$ cat config.mk
export PLATFORM = sky130hd
export DESIGN_NAME = seq_div_16
export DESIGN_NICKNAME = d
export VERILOG_FILES = /design/src/rtl/div_pkg.sv /design/src/rtl/div_step.sv /design/src/rtl/seq_div_16.sv
export SDC_FILE = /design/constraint.sdc
export NUM_CORES = 1
export LEC_CHECK = 0
export CORE_MARGIN = 2
export CORE_UTILIZATION = 53
export CTS_CLUSTER_SIZE = 24
export DETAILED_ROUTE_END_ITERATION = 12
export GPL_TIMING_DRIVEN = 1
export PLACE_DENSITY = 0.83
export SETUP_SLACK_MARGIN = 0.15
export SYNTH_ARGS = -nofsm -noshare
export SYNTH_HDL_FRONTEND = slang
export SYNTH_SLANG_ARGS = --single-unit
$ cat constraint.sdc
create_clock -name clk -period 3.3 [get_ports clk]
set_clock_uncertainty 0.15 [all_clocks]
set_input_delay 0.99 -clock clk [delete_from_list [all_inputs] [get_ports clk]]
set_output_delay 0.99 -clock clk [all_outputs]
set_load 0.01 [all_outputs]
$ cat src/rtl/div_pkg.sv
// Shared constants and state encoding for the sequential restoring divider.
package div_pkg;

  localparam int NW_DEF = 16;
  localparam int DW_DEF = 8;

  typedef enum logic [1:0] {
    IDLE = 2'd0,
    CALC = 2'd1,
    DONE = 2'd2
  } state_t;

  localparam logic [15:0] DIV0_QUOT = 16'hFFFF;

endpackage

$ cat src/rtl/div_step.sv
// One restoring-division step: shift in the next dividend bit, trial-subtract the divisor.
module div_step #(
  parameter int DW = 8
) (
  input  logic [DW:0]   p,
  input  logic          bit_in,
  input  logic [DW-1:0] divisor,
  output logic [DW:0]   p_next,
  output logic          q_bit
);

  logic [DW+1:0] shifted;
  logic [DW+1:0] t;

  // One guard bit above P so the sign of the trial difference is explicit.
  assign shifted = {p, bit_in};
  assign t       = shifted - {2'b00, divisor};
  assign q_bit   = ~t[DW+1];
  assign p_next  = q_bit ? t[DW:0] : shifted[DW:0];

endmodule

$ cat src/rtl/seq_div_16.sv
// Sequential restoring divider, one quotient bit per clock, valid/ready on both sides.
// Define DIV_SIGNED_EN for two's-complement operands (truncating division).
module seq_div_16
  import div_pkg::*;
#(
  parameter int NW = NW_DEF,
  parameter int DW = DW_DEF,
  parameter int CW = 5
) (
  input  logic          clk,
  input  logic          rst,
  input  logic          in_valid,
  output logic          in_ready,
  input  logic [NW-1:0] dividend,
  input  logic [DW-1:0] divisor,
  output logic          out_valid,
  input  logic          out_ready,
  output logic [NW-1:0] quotient,
  output logic [DW-1:0] remainder,
  output logic          div_zero
);

  state_t        state, state_next;
  logic [CW-1:0] cnt;
  logic [DW:0]   p, p_next;
  logic [NW-1:0] q, q_shift;
  logic [DW-1:0] dvs;
  logic          q_bit;
  logic          last;
  logic [NW-1:0] op_a, q_final;
  logic [DW-1:0] op_b, r_final;

  div_step #(.DW(DW)) u_step (
    .p      (p),
    .bit_in (q[NW-1]),
    .divisor(dvs),
    .p_next (p_next),
    .q_bit  (q_bit)
  );

  assign q_shift  = {q[NW-2:0], q_bit};
  assign last     = (cnt == CW'(NW - 1));
  assign in_ready = (state == IDLE);

`ifdef DIV_SIGNED_EN
  logic neg_q, neg_r;

  // Most-negative values map onto their own bit pattern, which is the correct magnitude.
  assign op_a    = dividend[NW-1] ? -dividend : dividend;
  assign op_b    = divisor[DW-1] ? -divisor : divisor;
  assign q_final = neg_q ? -q_shift : q_shift;
  assign r_final = neg_r ? -p_next[DW-1:0] : p_next[DW-1:0];

  always_ff @(posedge clk or posedge rst) begin
    if (rst) begin
      neg_q <= 1'b0;
      neg_r <= 1'b0;
    end else if (state == IDLE && in_valid) begin
      neg_q <= dividend[NW-1] ^ divisor[DW-1];
      neg_r <= dividend[NW-1];
    end
  end
`else
  assign op_a    = dividend;
  assign op_b    = divisor;
  assign q_final = q_shift;
  assign r_final = p_next[DW-1:0];
`endif

  always_ff @(posedge clk or posedge rst) begin
    if (rst) state <= IDLE;
    else     state <= state_next;
  end

  always_comb begin
    state_next = state;
    case (state)
      IDLE:    if (in_valid) state_next = (divisor == '0) ? DONE : CALC;
      CALC:    if (last) state_next = DONE;
      DONE:    if (out_ready) state_next = IDLE;
      default: state_next = IDLE;
    endcase
  end

  always_ff @(posedge clk or posedge rst) begin
    if (rst) begin
      cnt       <= '0;
      p         <= '0;
      q         <= '0;
      dvs       <= '0;
      quotient  <= '0;
      remainder <= '0;
      out_valid <= 1'b0;
      div_zero  <= 1'b0;
    end else begin
      case (state)
        IDLE: begin
          if (in_valid) begin
            if (divisor == '0) begin
              quotient  <= NW'(DIV0_QUOT);
              remainder <= dividend[DW-1:0];
              div_zero  <= 1'b1;
              out_valid <= 1'b1;
            end else begin
              p        <= '0;
              q        <= op_a;
              dvs      <= op_b;
              cnt      <= '0;
              div_zero <= 1'b0;
            end
          end
        end
        CALC: begin
          p   <= p_next;
          q   <= q_shift;
          cnt <= cnt + 1'b1;
          // The final step feeds the result registers directly, saving a cycle.
          if (last) begin
            quotient  <= q_final;
            remainder <= r_final;
            div_zero  <= 1'b0;
            out_valid <= 1'b1;
          end
        end
        DONE: begin
          if (out_ready) out_valid <= 1'b0;
        end
        default: ;
      endcase
    end
  end

endmodule
== Yosys cells after proc, flatten, opt, wreduce, memory -nomap -nowiden ==
Cells that the tools add are included.

* Register bits: 66
* Input port bits: 28
* Output and inout bits: 27
* Word-level logic and storage cells: 63

* $add $sub $neg: 2
* Eq/ne operators: 8
* Muxes and demuxes: 32
* Bitwise gates (word level): 2
* Reduce and logical (&&, ||, !) cells: 10

{| class="wikitable"
|+ Operators by type and width
! operator !! count
|-
| $mux W16 || 5
|-
| $pmux W16 S2 || 2
|-
| $mux W9 || 3
|-
| $mux W8 || 3
|-
| $pmux W9 S2 || 1
|-
| $pmux W8 S2 || 1
|-
| $reduce_and A3 Y1 || 4
|-
| $mux W5 || 2
|-
| $pmux W5 S2 || 1
|-
| $sub A10 B8 Y10 || 1
|-
| $logic_not A8 Y1 || 1
|-
| $mux W2 || 4
|-
| $ne A2 B2 Y1 const B || 4
|-
| $mux W1 || 7
|-
| $pmux W2 S3 || 1
|-
| $add A5 B1 Y5 const B || 1
|-
| $eq A5 B4 Y1 const B || 1
|-
| $reduce_and A5 Y1 || 1
|-
| $reduce_and A4 Y1 || 1
|-
| $pmux W1 S3 || 1
|-
| $reduce_bool A3 Y1 || 1
|-
| $eq A2 B1 Y1 const B || 1
|-
| $eq A2 B2 Y1 const B || 1
|-
| $logic_not A2 Y1 || 1
|-
| 4 further kinds || 5
|}

== Depth between registers and ports, before layout ==
Gate-level depths: netlist of run 1.

* Depth in word-level cells: 4
* Mapped depth: 10
* Mapped depth without buffers: 10

== Cells and area by module ==
From an unflattened synthesis of run 1, not the netlist that was laid out.

* Cells, all modules: 348
* Area, all modules: 3438.3 sq um

{| class="wikitable"
|+ By module, submodules not included
! module !! times used !! cells each !! area an instance (sq um) !! sequential area each (sq um)
|-
| seq_div_16 || 1 || 281 || 2910.3 || 1651.6
|-
| div_step || 1 || 67 || 528.0 || 0.0
|}

== Worst setup path before layout of run 1 ==
OpenSTA, ideal clock, no wires.

* Kind: input port to flip-flop
* Start point: input divisor[4]
* End point: register quotient[10]
* Library setup time: 0.120 ns
* Arrival: 2.567 ns
* Required time: 3.030 ns
* Setup slack: 0.463 ns
* Stages: 9
* Path buffers: 4
* Cell sequence: or4_1 > buf_2 > or2_0 > buf_2 > a21o_1 > buf_6 > buf_2 > nand2_1 > nand2_1

* Word-level cells in the longest chain between the ends: 3

{| class="wikitable"
|+ RTL lines
! element !! RTL line !! text
|-
| start: declaration || seq_div_16.sv:15 || <nowiki>input logic [DW-1:0] divisor,</nowiki>
|-
| $logic_not A8 Y1 || seq_div_16.sv:99 || <nowiki>if (divisor == '0) begin</nowiki>
|-
| $ne A2 B1 Y1 (no source line) || n/a ||
|-
| $reduce_and A4 Y1 (no source line) || n/a ||
|-
| end signal: assignment || seq_div_16.sv:100 || <nowiki>quotient <= NW'(DIV0_QUOT);</nowiki>
|-
| end signal: assignment || seq_div_16.sv:119 || <nowiki>quotient <= q_final;</nowiki>
|-
| end: declaration || seq_div_16.sv:18 || <nowiki>output logic [NW-1:0] quotient,</nowiki>
|}

Every way passes these cells.
A chain may end at the register's enable or synchronous reset.

== Final worst setup path of run 1 ==
* Start point: input divisor[0]
* End point: register remainder[7]

* Word-level cells in the longest chain between the ends: 3

{| class="wikitable"
|+ RTL lines
! element !! RTL line !! text
|-
| $logic_not A8 Y1 || seq_div_16.sv:99 ||
|-
| $ne A2 B1 Y1 (no source line) || n/a ||
|-
| $reduce_and A4 Y1 (no source line) || n/a ||
|-
| end signal: assignment || seq_div_16.sv:101 || <nowiki>remainder <= dividend[DW-1:0];</nowiki>
|-
| end signal: assignment || seq_div_16.sv:120 || <nowiki>remainder <= r_final;</nowiki>
|-
| end: declaration || seq_div_16.sv:19 || <nowiki>output logic [DW-1:0] remainder,</nowiki>
|}

Every way passes these cells.

==> summary.txt, run 1 <==
Placement
  – Post-Place Cells: 508
  – Port buffer count: 54
  – Placed Area: 0.00412 sq mm
  – Final HPWL DP: 5990 um
  – Global placement routability congestion: 0.873

Clocking
  – CTS tree: done
  – CTS HTree Levels: 3
  – Clk root buf: clkbuf_8
  – Post_cts resized: 0
  – Number of buffers created by CTS: 9
  – Post-CTS Setup Bufs: 0
  – Worst-path clk slew: 0.08 ns
  – Clk sinks: 66
  – Hold Buf Count CTS: 0
  – Clock Latency Late Sink: 0.35 ns
  – CTS Buffer Depth: 2

Worst setup path
  – CP Launch Type: primary input
  – Worst EP required: 3.38 ns
  – Critical Path End Type: flop
  – Worst setup path category: in -> reg
  – Worst-path maximum fanout: 9
  – R2R cell count: 7
  – R2R setup slack: 0.68 ns
  – CP arrival: 3.14 ns
  – R2r startpoint: p[0]
  – FF-to-FF End: remainder[6]

Pwr
  – Peak VDD IR: 0.541 mV
  – Leak: 1.91 nW
  – Power Density: 1130 mW/mm^2

STA
  – Fin crit share: 92.6%
  – Worst-Margin Slew: 0.684 ns
  – FMAX: 0.327 GHz
  – Final setup fails: 0
  – RSZ-0062 raised after global routing: no
  – Crit path time final: 3.06 ns
  – Relative slew slack: 54.1%
  – Max Slew Vio Count: 0
  – Final Hold Vio Count: 0

Synth
  – YS warnings: 0
  – Sequential element share of the synthesized area: 48.6%
  – Post-synthesis compound-gate area fraction: 17.5%
  – Post-synth EDFFs: 0
  – Simple-Gate Fraction of Synth Area: 22.1%
  – Synth area leader: dfrtp_1
  – Fraction of registers with async set/reset: 100%
  – Post-synthesis xor/xnor area fraction: 2.06%
  – Mux cell area share after synthesis: 0.626%
  – Avg Inst Size Synth: 8.78 sq um
  – Post-Syn Nets: 426
  – Main combinational cell family by area after synthesis: simple AND/OR/NAND/NOR gates
  – Seq cells post-synth: 66
  – Synth top cells by count: nand2_1 (86), dfrtp_1 (66), nor2_1 (33)
  – Cell Area, Synth: 0.00340 sq mm
  – Adder-cell share of the synthesized area: 4.27%
  – Cell count after synthesis: 387
  – Largest cells by area after synthesis: dfrtp_1 (49%), nand2_1 (9.5%), a31oi_1 (4.4%), o21ai_0 (4.0%), ha_1 (3.7%)
  – Count leader, synth: nand2_1
  – Distinct cells, synth: 48
  – Post-synth top area share: 48.6%
  – Main flop type after synthesis: dfrtp_1

GRT
  – Total gr overflow: 0
  – Number of global-route vias before repair: 2945
  – First-pass GRT wire length: 14000 um
  – Initial antenna violation count: 0
  – Largest net degree at the start of global routing: 67
  – GR Util All Layers: 25.3%

Detailed routing
  – DR DRC count: 0
  – Initial drt markers: 384
  – First-pass iteration count of the detailed router: 5
  – Total number of vias: 3066
  – Vias per cell: 5.85
  – DRT Wirelength: 8300 um
  – Routed Antenna Nets: 0
  – Wire per inst: 15.8 um

Job
  – Max-cap violations: 0

Hold path
  – Hold path depth: 2
  – Hold Startpoint: quotient[12]
  – Worst hold path class: reg -> reg
  – Hold path endpoint: quotient[12]

Cells and area
  – Share of cells above drive strength 1: 8.72%
  – Final antenna diode count: 0
  – Seq. cell area: 0.00165 sq mm
  – Final Instance Count excl. Fillers: 524
  – Nets@finish: 481
  – Multi-input gate area: 0.00159 sq mm
  – Final Util: 68.8%
  – FILL cells: 491
  – Area grow syn2layout: 27.1%
  – Post-route cell area: 0.00432 sq mm

Floorplan
  – Die height: 84.1 um
  – I/O pins: 55
  – FP Rows: 29
  – Initial core utilization: 54.1%
  – Core box area: 0.00628 sq mm
  – Die Footprint: 0.00707 sq mm
  – Die Wd: 84.1 um

Outcome
  – Status: finished clean
[cells in the final DEF, fill, tap and decap left out, drive strengths merged, types with 3 or more instances in the layout]
cell type,synthesis,final
nand4,14,14
inv,14,15
xor2,5,5
a211oi,8,8
nand3,11,11
a21o,4,4
nand2,86,86
ha,10,10
clkdlybuf4s50,0,54
a2bb2oi,3,3
or3,10,10
clkinv,0,4
xnor2,3,3
o21ai,29,29
dfrtp,66,66
nor3,4,4
a21oi,9,9
nor2,33,33
a31oi,24,24
clkbuf,18,9
or4,3,3
buf,7,15
[worst max-delay path by stage]
| stage | start | slack [ns] | depth (start not counted) | to |
|---|---|---|---|---|
| after floorplan | divisor[4] | 0.46 | 9 | quotient[10] |
| after global placement | divisor[4] | -0.007 | 6 | remainder[6] |
| after detailed placement | divisor[0] | -0.15 | 7 | remainder[7] |
| after CTS | divisor[0] | 0.21 | 7 | remainder[7] |
| after global routing | divisor[0] | 0.17 | 7 | remainder[7] |
| final | divisor[0] | 0.24 | 7 | remainder[7] |
[sequential cells by signal, indices dropped and copies added (netlist names)]
register,cells
quotient,16
q,16
cnt,5
out_valid,1
state,2
div_zero,1
remainder,8
p,9
dvs,8
[critical path: stages]
cell	delay, ns
clkdlybuf4s50_1	0.42
or4_1	0.67
or2_1	0.38
a2bb2oi_1	0.17
a2bb2oi_1	0.15
a31oi_1	0.23
o41ai_2	0.12
[through the flow]
step           setup slack [ns]  setup TNS, ns  hold WS (ns)  power, W
2_1_floorplan             0.463              0         0.337   0.00320
3_3_place_gp           -0.00748        -0.0106         0.300   0.00405
3_5_place_dp             -0.153          -1.50         0.304   0.00417
4_1_cts                   0.214              0         0.323   0.00487
5_1_grt                   0.172              0         0.346   0.00528
6_report                  0.244              0         0.320   0.00488
[layout make-up]
type / count / share of cell area, %
flip-flops and latches: 66 / 38.2
multi-input cells: 282 / 36.8
repair buffers: 69 / 16.9
clock buffers: 9 / 2.87
well taps: 77 / 2.23
clock inverters: 7 / 1.80
inverters: 14 / 1.22
[cells by family after synthesis]
family / after synthesis
DFF: 66
AOI/OAI and AO/OA: 91
xor gates and xnor gates: 8
and+or+nand+nor: 170
muxes: 2
adders and majority gates: 11
buffers and inverters: 39
[metal layers]
layer	routed length (um)	track usage, %	vias up
met4	138	11.3	0
met3	579	4.45	15
met1	3660	35.3	1456
li1	-	-	1465
met2	3920	38.7	130
met5	0	0	-
[power breakdown]
part / total, W / leakage [nW] / internal (W) / switching, W
combinational: 0.00268 / 1.02 / 0.00118 / 0.00149
sequential: 0.00151 / 0.791 / 0.00122 / 0.000297
clock: 0.000688 / 0.0998 / 0.000353 / 0.000335
(Power assumes the default switching activity.)
==> run 2: changes to the inputs <==
--- a/config.mk
+++ b/config.mk
@@ -6,10 +6,11 @@
 export NUM_CORES = 1
 export LEC_CHECK = 0
 export CORE_MARGIN = 2
-export CORE_UTILIZATION = 53
+export CORE_UTILIZATION = 63
 export CTS_CLUSTER_SIZE = 24
 export DETAILED_ROUTE_END_ITERATION = 12
-export GPL_TIMING_DRIVEN = 1
+export DONT_BUFFER_PORTS = 1
+export GPL_TIMING_DRIVEN = 0
 export PLACE_DENSITY = 0.83
 export SETUP_SLACK_MARGIN = 0.15
 export SYNTH_ARGS = -nofsm -noshare
==> run 2 against run 1 <==
Cell count shrank 9.5%. Register-to-register slack lost 0.20 ns. Global-route usage grew 4.6 points. Sequential power grew 5%. Clock power grew 10%. Design area shrank 14%. Power shrank 6.6%. Worst setup slack gained 0.24 ns. Sequential share of layout area grew 6.1 points. Via count shrank 5.7%. Largest cell class unchanged. Highest routed layer unchanged.
==> summary.txt, run 2 (same netlist as run 1, synthesis figures left out) <==
Cells and area
  – Post-route cell area: 0.00372 sq mm
  – Nets@finish: 438
  – Area grow syn2layout: 9.58%
  – Top Registers: q x16, quotient x16, p x9
  – Commonest non-fill, non-tap cell in the layout: nand2_1
  – Final Instance Count excl. Fillers: 474
  – Final antenna diode count: 0
  – Most frequent cells in the layout: nand2_1 (86), dfrtp_1 (66), nor2_1 (33), o21ai_0 (27), a31oi_1 (24)
  – Share of cells above drive strength 1: 7.18%

Hold path
  – Hold Startpoint: quotient[5]
  – Worst hold path class: reg -> reg
  – Hold path depth: 2

Floorplan
  – Die height: 77.4 um
  – Core box area: 0.00514 sq mm
  – I/O pins: 55
  – Die Wd: 77.4 um
  – Die Footprint: 0.00600 sq mm
  – FP Rows: 26
  – Initial core utilization: 66.1%

STA
  – Max Slew Vio Count: 0
  – RSZ-0062 raised after global routing: no
  – FMAX: 0.355 GHz
  – Relative slew slack: 37.0%
  – Final setup fails: 0
  – Fin crit share: 85.5%
  – Crit path time final: 2.82 ns
  – Final Hold Vio Count: 0
  – Worst-Margin Slew: 0.937 ns

Clocking
  – CTS tree: done
  – CTS HTree Levels: 3
  – Post_cts resized: 0
  – Number of buffers created by CTS: 9
  – Clk sinks: 66
  – CTS Buffer Depth: 2
  – Hold Buf Count CTS: 0
  – Clk root buf: clkbuf_8
  – Post-CTS Setup Bufs: 0
  – Clock Latency Late Sink: 0.35 ns
  – Worst-path clk slew: 0.08 ns

GRT
  – Initial antenna violation count: 0
  – GR Util All Layers: 29.9%
  – Number of global-route vias before repair: 2775
  – Met2 Track Usage GR: 42.8%
  – GR met1 Demand/Resource: 43.2%
  – Grt peak-use layer: met1
  – First-pass GRT wire length: 13900 um
  – Largest net degree at the start of global routing: 35
  – GRT met3 Usage: 8.26%
  – Total gr overflow: 0

Pwr
  – Power Density: 1220 mW/mm^2
  – Leak: 1.67 nW
  – Peak VDD IR: 0.591 mV

Detailed routing
  – Total number of vias: 2892
  – DR DRC count: 0
  – First-pass iteration count of the detailed router: 5
  – Routed Antenna Nets: 0
  – Vias per cell: 6.10
  – Wire per inst: 17.3 um
  – Initial drt markers: 292
  – DRT Wirelength: 8180 um

Worst setup path
  – Worst setup path category: reg -> reg
  – Worst EP required: 3.40 ns
  – R2r startpoint: p[2]
  – CP Launch Type: flop
  – CP arrival: 2.92 ns
  – Worst-path maximum fanout: 9
  – Critical Path Start: p[2]
  – R2R cell count: 7
  – Critical Path End Type: flop

Placement
  – Final HPWL DP: 5940 um
  – Port buffer count: 0
  – Global placement routability congestion: 0.891
  – Post-Place Cells: 458
  – Placed Area: 0.00350 sq mm

Outcome
  – Status: finished clean

Job
  – Max-cap violations: 0
==> run 2: changes by cell type in the layout (fill, tap and decap cells not counted), moves of 2 or more <==
cell | before | now
clkinv_4 | 3 | 1
buf_4 | 9 | 1
buf_12 | 6 | 1
clkbuf_1 | 0 | 19
buf_2 | 0 | 5
clkdlybuf4s50_1 | 54 | 0
==> run 2: cell type report <==
type,instances,area [sq um]
Sequential cell,66,1650
Tap cell,70,87.6
Inverter,14,52.6
Clock buffer,10,128
Clock inverter,6,90.1
Buffer,25,111
Fill cell,428,1420
Timing Repair Buffer,1,20.0
Multi-Input combinational cell,282,1580
==> run 2: where the power goes <==
part           switching (W)  internal (W)  total [W]
registers           0.000363       0.00122    0.00158
logic                0.00140      0.000816    0.00221
clock network       0.000331      0.000428   0.000759
==> run 2: final timing paths <==
path | to | slack (ns)
worst max-delay path | remainder[7] | 0.48
worst min-delay path | quotient[5] | 0.39
worst max register to register | remainder[7] | 0.48
worst min register to register | quotient[5] | 0.39
max in group asynchronous | cnt[1] | 1.88
min in group asynchronous | remainder[7] | 0.50
==> run 2: routing by layer <==
layer	vias up	wire, um
met4	0	181
met1	1373	3820
li1	1372	-
met5	-	0
met2	126	3580
met3	21	602
==> run 2: critical path, stage by stage, from the launching register on <==
cell and delay [ns]:
dfrtp_1 0.43, ha_1 0.38, a21o_1 0.21, a21oi_1 0.17, and2_1 0.21, a2bb2oi_1 0.60, nand2_1 0.22, o41ai_2 0.35
==> run 2: per-stage QoR <==
stage / power [W] / hold WS (ns) / utilization (%) / setup WS, ns / setup TNS (ns)
2_1_floorplan: 0.00320 / 0.337 / - / 0.463 / 0
3_3_place_gp: 0.00367 / 0.363 / 67.8 / -0.126 / -8.16
3_5_place_dp: 0.00375 / 0.371 / 68.2 / 0.251 / 0
4_1_cts: 0.00452 / 0.392 / 72.4 / 0.518 / 0
5_1_grt: 0.00493 / 0.412 / 72.4 / 0.287 / 0
6_report: 0.00455 / 0.386 / 72.4 / 0.480 / 0
==> run 3: changes to the inputs <==
--- a/config.mk
+++ b/config.mk
@@ -10,7 +10,6 @@
 export CTS_CLUSTER_SIZE = 24
 export DETAILED_ROUTE_END_ITERATION = 12
 export DONT_BUFFER_PORTS = 1
-export GPL_TIMING_DRIVEN = 0
 export PLACE_DENSITY = 0.83
 export SETUP_SLACK_MARGIN = 0.15
 export SYNTH_ARGS = -nofsm -noshare
==> run 3 against run 2 <==
Non-clock buffer count fell by 15. Utilization grew 0.073 points. Design area increased by 0.10%. Flip-flop and latch count did not move. Critical endpoint unchanged. Register-to-register slack gained 0.17 ns. Critical path type is now in -> reg. Sequential share of layout area about the same. First-iteration DRC count decreased by 7.2%. Global-route usage is 1.3 points lower.
==> summary.txt, run 3 (same netlist as run 1, synthesis figures left out) <==
Clocking
  – CTS Buffer Depth: 2
  – Clk sinks: 66
  – CTS HTree Levels: 3
  – Clock Latency Late Sink: 0.36 ns
  – Worst-path clk slew: 0.07 ns
  – Number of buffers created by CTS: 9
  – Post_cts resized: 0
  – Clk root buf: clkbuf_8
  – Hold Buf Count CTS: 0
  – CTS tree: done
  – Post-CTS Setup Bufs: 0

Pwr
  – Power Density: 1250 mW/mm^2
  – Net Switching: 0.00205 W
  – Combinational Power Share: 45.9%
  – Leak: 1.68 nW
  – Peak VDD IR: 0.585 mV
  – Seq pwr share: 34.6%
  – Clock Power Share: 19.6%
  – Pint: 0.00262 W
  – Sw frac: 43.9%

Placement
  – Placed Area: 0.00346 sq mm
  – Global placement routability congestion: 0.883
  – Post-Place Cells: 443
  – Final HPWL DP: 5660 um
  – Port buffer count: 0
  – Setup WS pre-CTS: 0.246 ns

Cells and area
  – Final antenna diode count: 0
  – Post-route cell area: 0.00373 sq mm
  – Nets@finish: 423
  – Top Registers: q x16, quotient x16, p x9
  – Share of cells above drive strength 1: 8.74%
  – Area grow syn2layout: 9.69%
  – Commonest non-fill, non-tap cell in the layout: nand2_1
  – Final Instance Count excl. Fillers: 459
  – Most frequent cells in the layout: nand2_1 (86), dfrtp_1 (66), nor2_1 (32), o21ai_0 (27), a31oi_1 (24)

STA
  – Final setup fails: 0
  – WHS: 0.382 ns
  – FMAX: 0.365 GHz
  – Max Slew Vio Count: 0
  – Fin crit share: 83.1%
  – PnR worst setup slack: 0.557 ns
  – Final Hold Vio Count: 0
  – Crit path time final: 2.74 ns
  – RSZ-0062 raised after global routing: no
  – Relative slew slack: 53.9%
  – Final setup TNS: 0 ns
  – Worst-Margin Slew: 0.691 ns

Floorplan
  – FP Rows: 26
  – I/O pins: 55
  – Die height: 77.4 um
  – Core box area: 0.00514 sq mm
  – Initial core utilization: 66.1%
  – Die Footprint: 0.00600 sq mm
  – Die Wd: 77.4 um

GRT
  – Initial antenna violation count: 0
  – GR Util All Layers: 28.6%
  – Largest net degree at the start of global routing: 37
  – Total gr overflow: 0
  – Number of global-route vias before repair: 2763
  – First-pass GRT wire length: 13200 um

Detailed routing
  – Initial drt markers: 271
  – Vias per cell: 6.29
  – Routed Antenna Nets: 0
  – First-pass iteration count of the detailed router: 5
  – Total number of vias: 2889
  – DR DRC count: 0
  – Wire per inst: 17.3 um
  – DRT Wirelength: 7930 um

Worst setup path
  – CP arrival: 2.86 ns
  – R2R setup slack: 0.65 ns
  – Worst-path maximum fanout: 10
  – Worst EP required: 3.41 ns
  – Slowest CP cell: or4_1
  – Largest stage delay on the critical path: 0.68 ns
  – Critical Path Start: divisor[4]
  – R2r startpoint: cnt[0]
  – CP Launch Type: primary input
  – R2R cell count: 8
  – Critical Path End Type: flop
  – FF-to-FF End: state[1]
  – CP Cell Sequence: or4_1 > or2_0 > a21oi_4 > buf_4 > nor2_1 > o41ai_2
  – Worst setup path category: in -> reg

Job
  – Max-cap violations: 0

Hold path
  – Worst hold path class: reg -> reg
  – Hold path depth: 1
  – Hold Startpoint: dvs[0]
  – Hold path endpoint: dvs[0]

Outcome
  – Status: finished clean
==> run 3: cell types whose count changed in the layout (fill, tap and decap cells not counted), sizes merged <==
cell,previous run,this run
clkbuf,28,10
buf,8,11
bufinv,2,4
clkinv,2,0
==> run 3: worst max-delay path by stage <==
stage / slack [ns] / to / cells past startpoint
after floorplan: 0.46 / quotient[10] / 9
after global placement: 0.31 / remainder[7] / 6
after detailed placement: 0.25 / remainder[7] / 6
after CTS: 0.57 / remainder[7] / 6
after global routing: 0.44 / remainder[7] / 6
final: 0.56 / remainder[7] / 6
==> run 3: power groups by stage <==
stage | Clock (W) | Combinational (W) | Sequential, W
6_report | 0.000913 | 0.00214 | 0.00161
5_1_grt | 0.000950 | 0.00242 | 0.00166
4_1_cts | 0.000912 | 0.00213 | 0.00161
3_5_place_dp | 0 | 0.00211 | 0.00162
3_3_place_gp | 0 | 0.00204 | 0.00160
2_1_floorplan | 0 | 0.00171 | 0.00150
==> run 3: worst max-delay path: cells and delay by family <==
kind / cells / cell delay, ns
AND/OR/NAND/NOR: 3 / 1.19
AO/OA/AOI/OAI: 2 / 0.48
buffers and inverters: 1 / 0.18
==> run 3: metal layers <==
metal / up-vias / routed length, um / global-route usage (%)
li1: 1347 / - / -
met1: 1370 / 3480 / 39.8
met2: 148 / 3550 / 41.0
met3: 24 / 694 / 8.84
met4: 0 / 193 / 13.6
met5: - / 0 / 0
==> run 3: final cells by class <==
type,count,area [sq um]
well taps,70,87.6
fillers,403,1410
inverters,14,52.6
repair buffers,11,82.6
flip-flops and latches,66,1650
multi-input cells,282,1590
clock buffers,10,128
clock inverters,6,136
==> run 3: stage by stage <==
| step | utilization (%) | power (W) |
|---|---|---|
| 3_3_place_gp | 67.4 | 0.00364 |
| 5_1_grt | 72.5 | 0.00503 |
| 4_1_cts | 72.5 | 0.00465 |
| 3_5_place_dp | 67.4 | 0.00373 |
| 2_1_floorplan | - | 0.00320 |
| 6_report | 72.5 | 0.00467 |
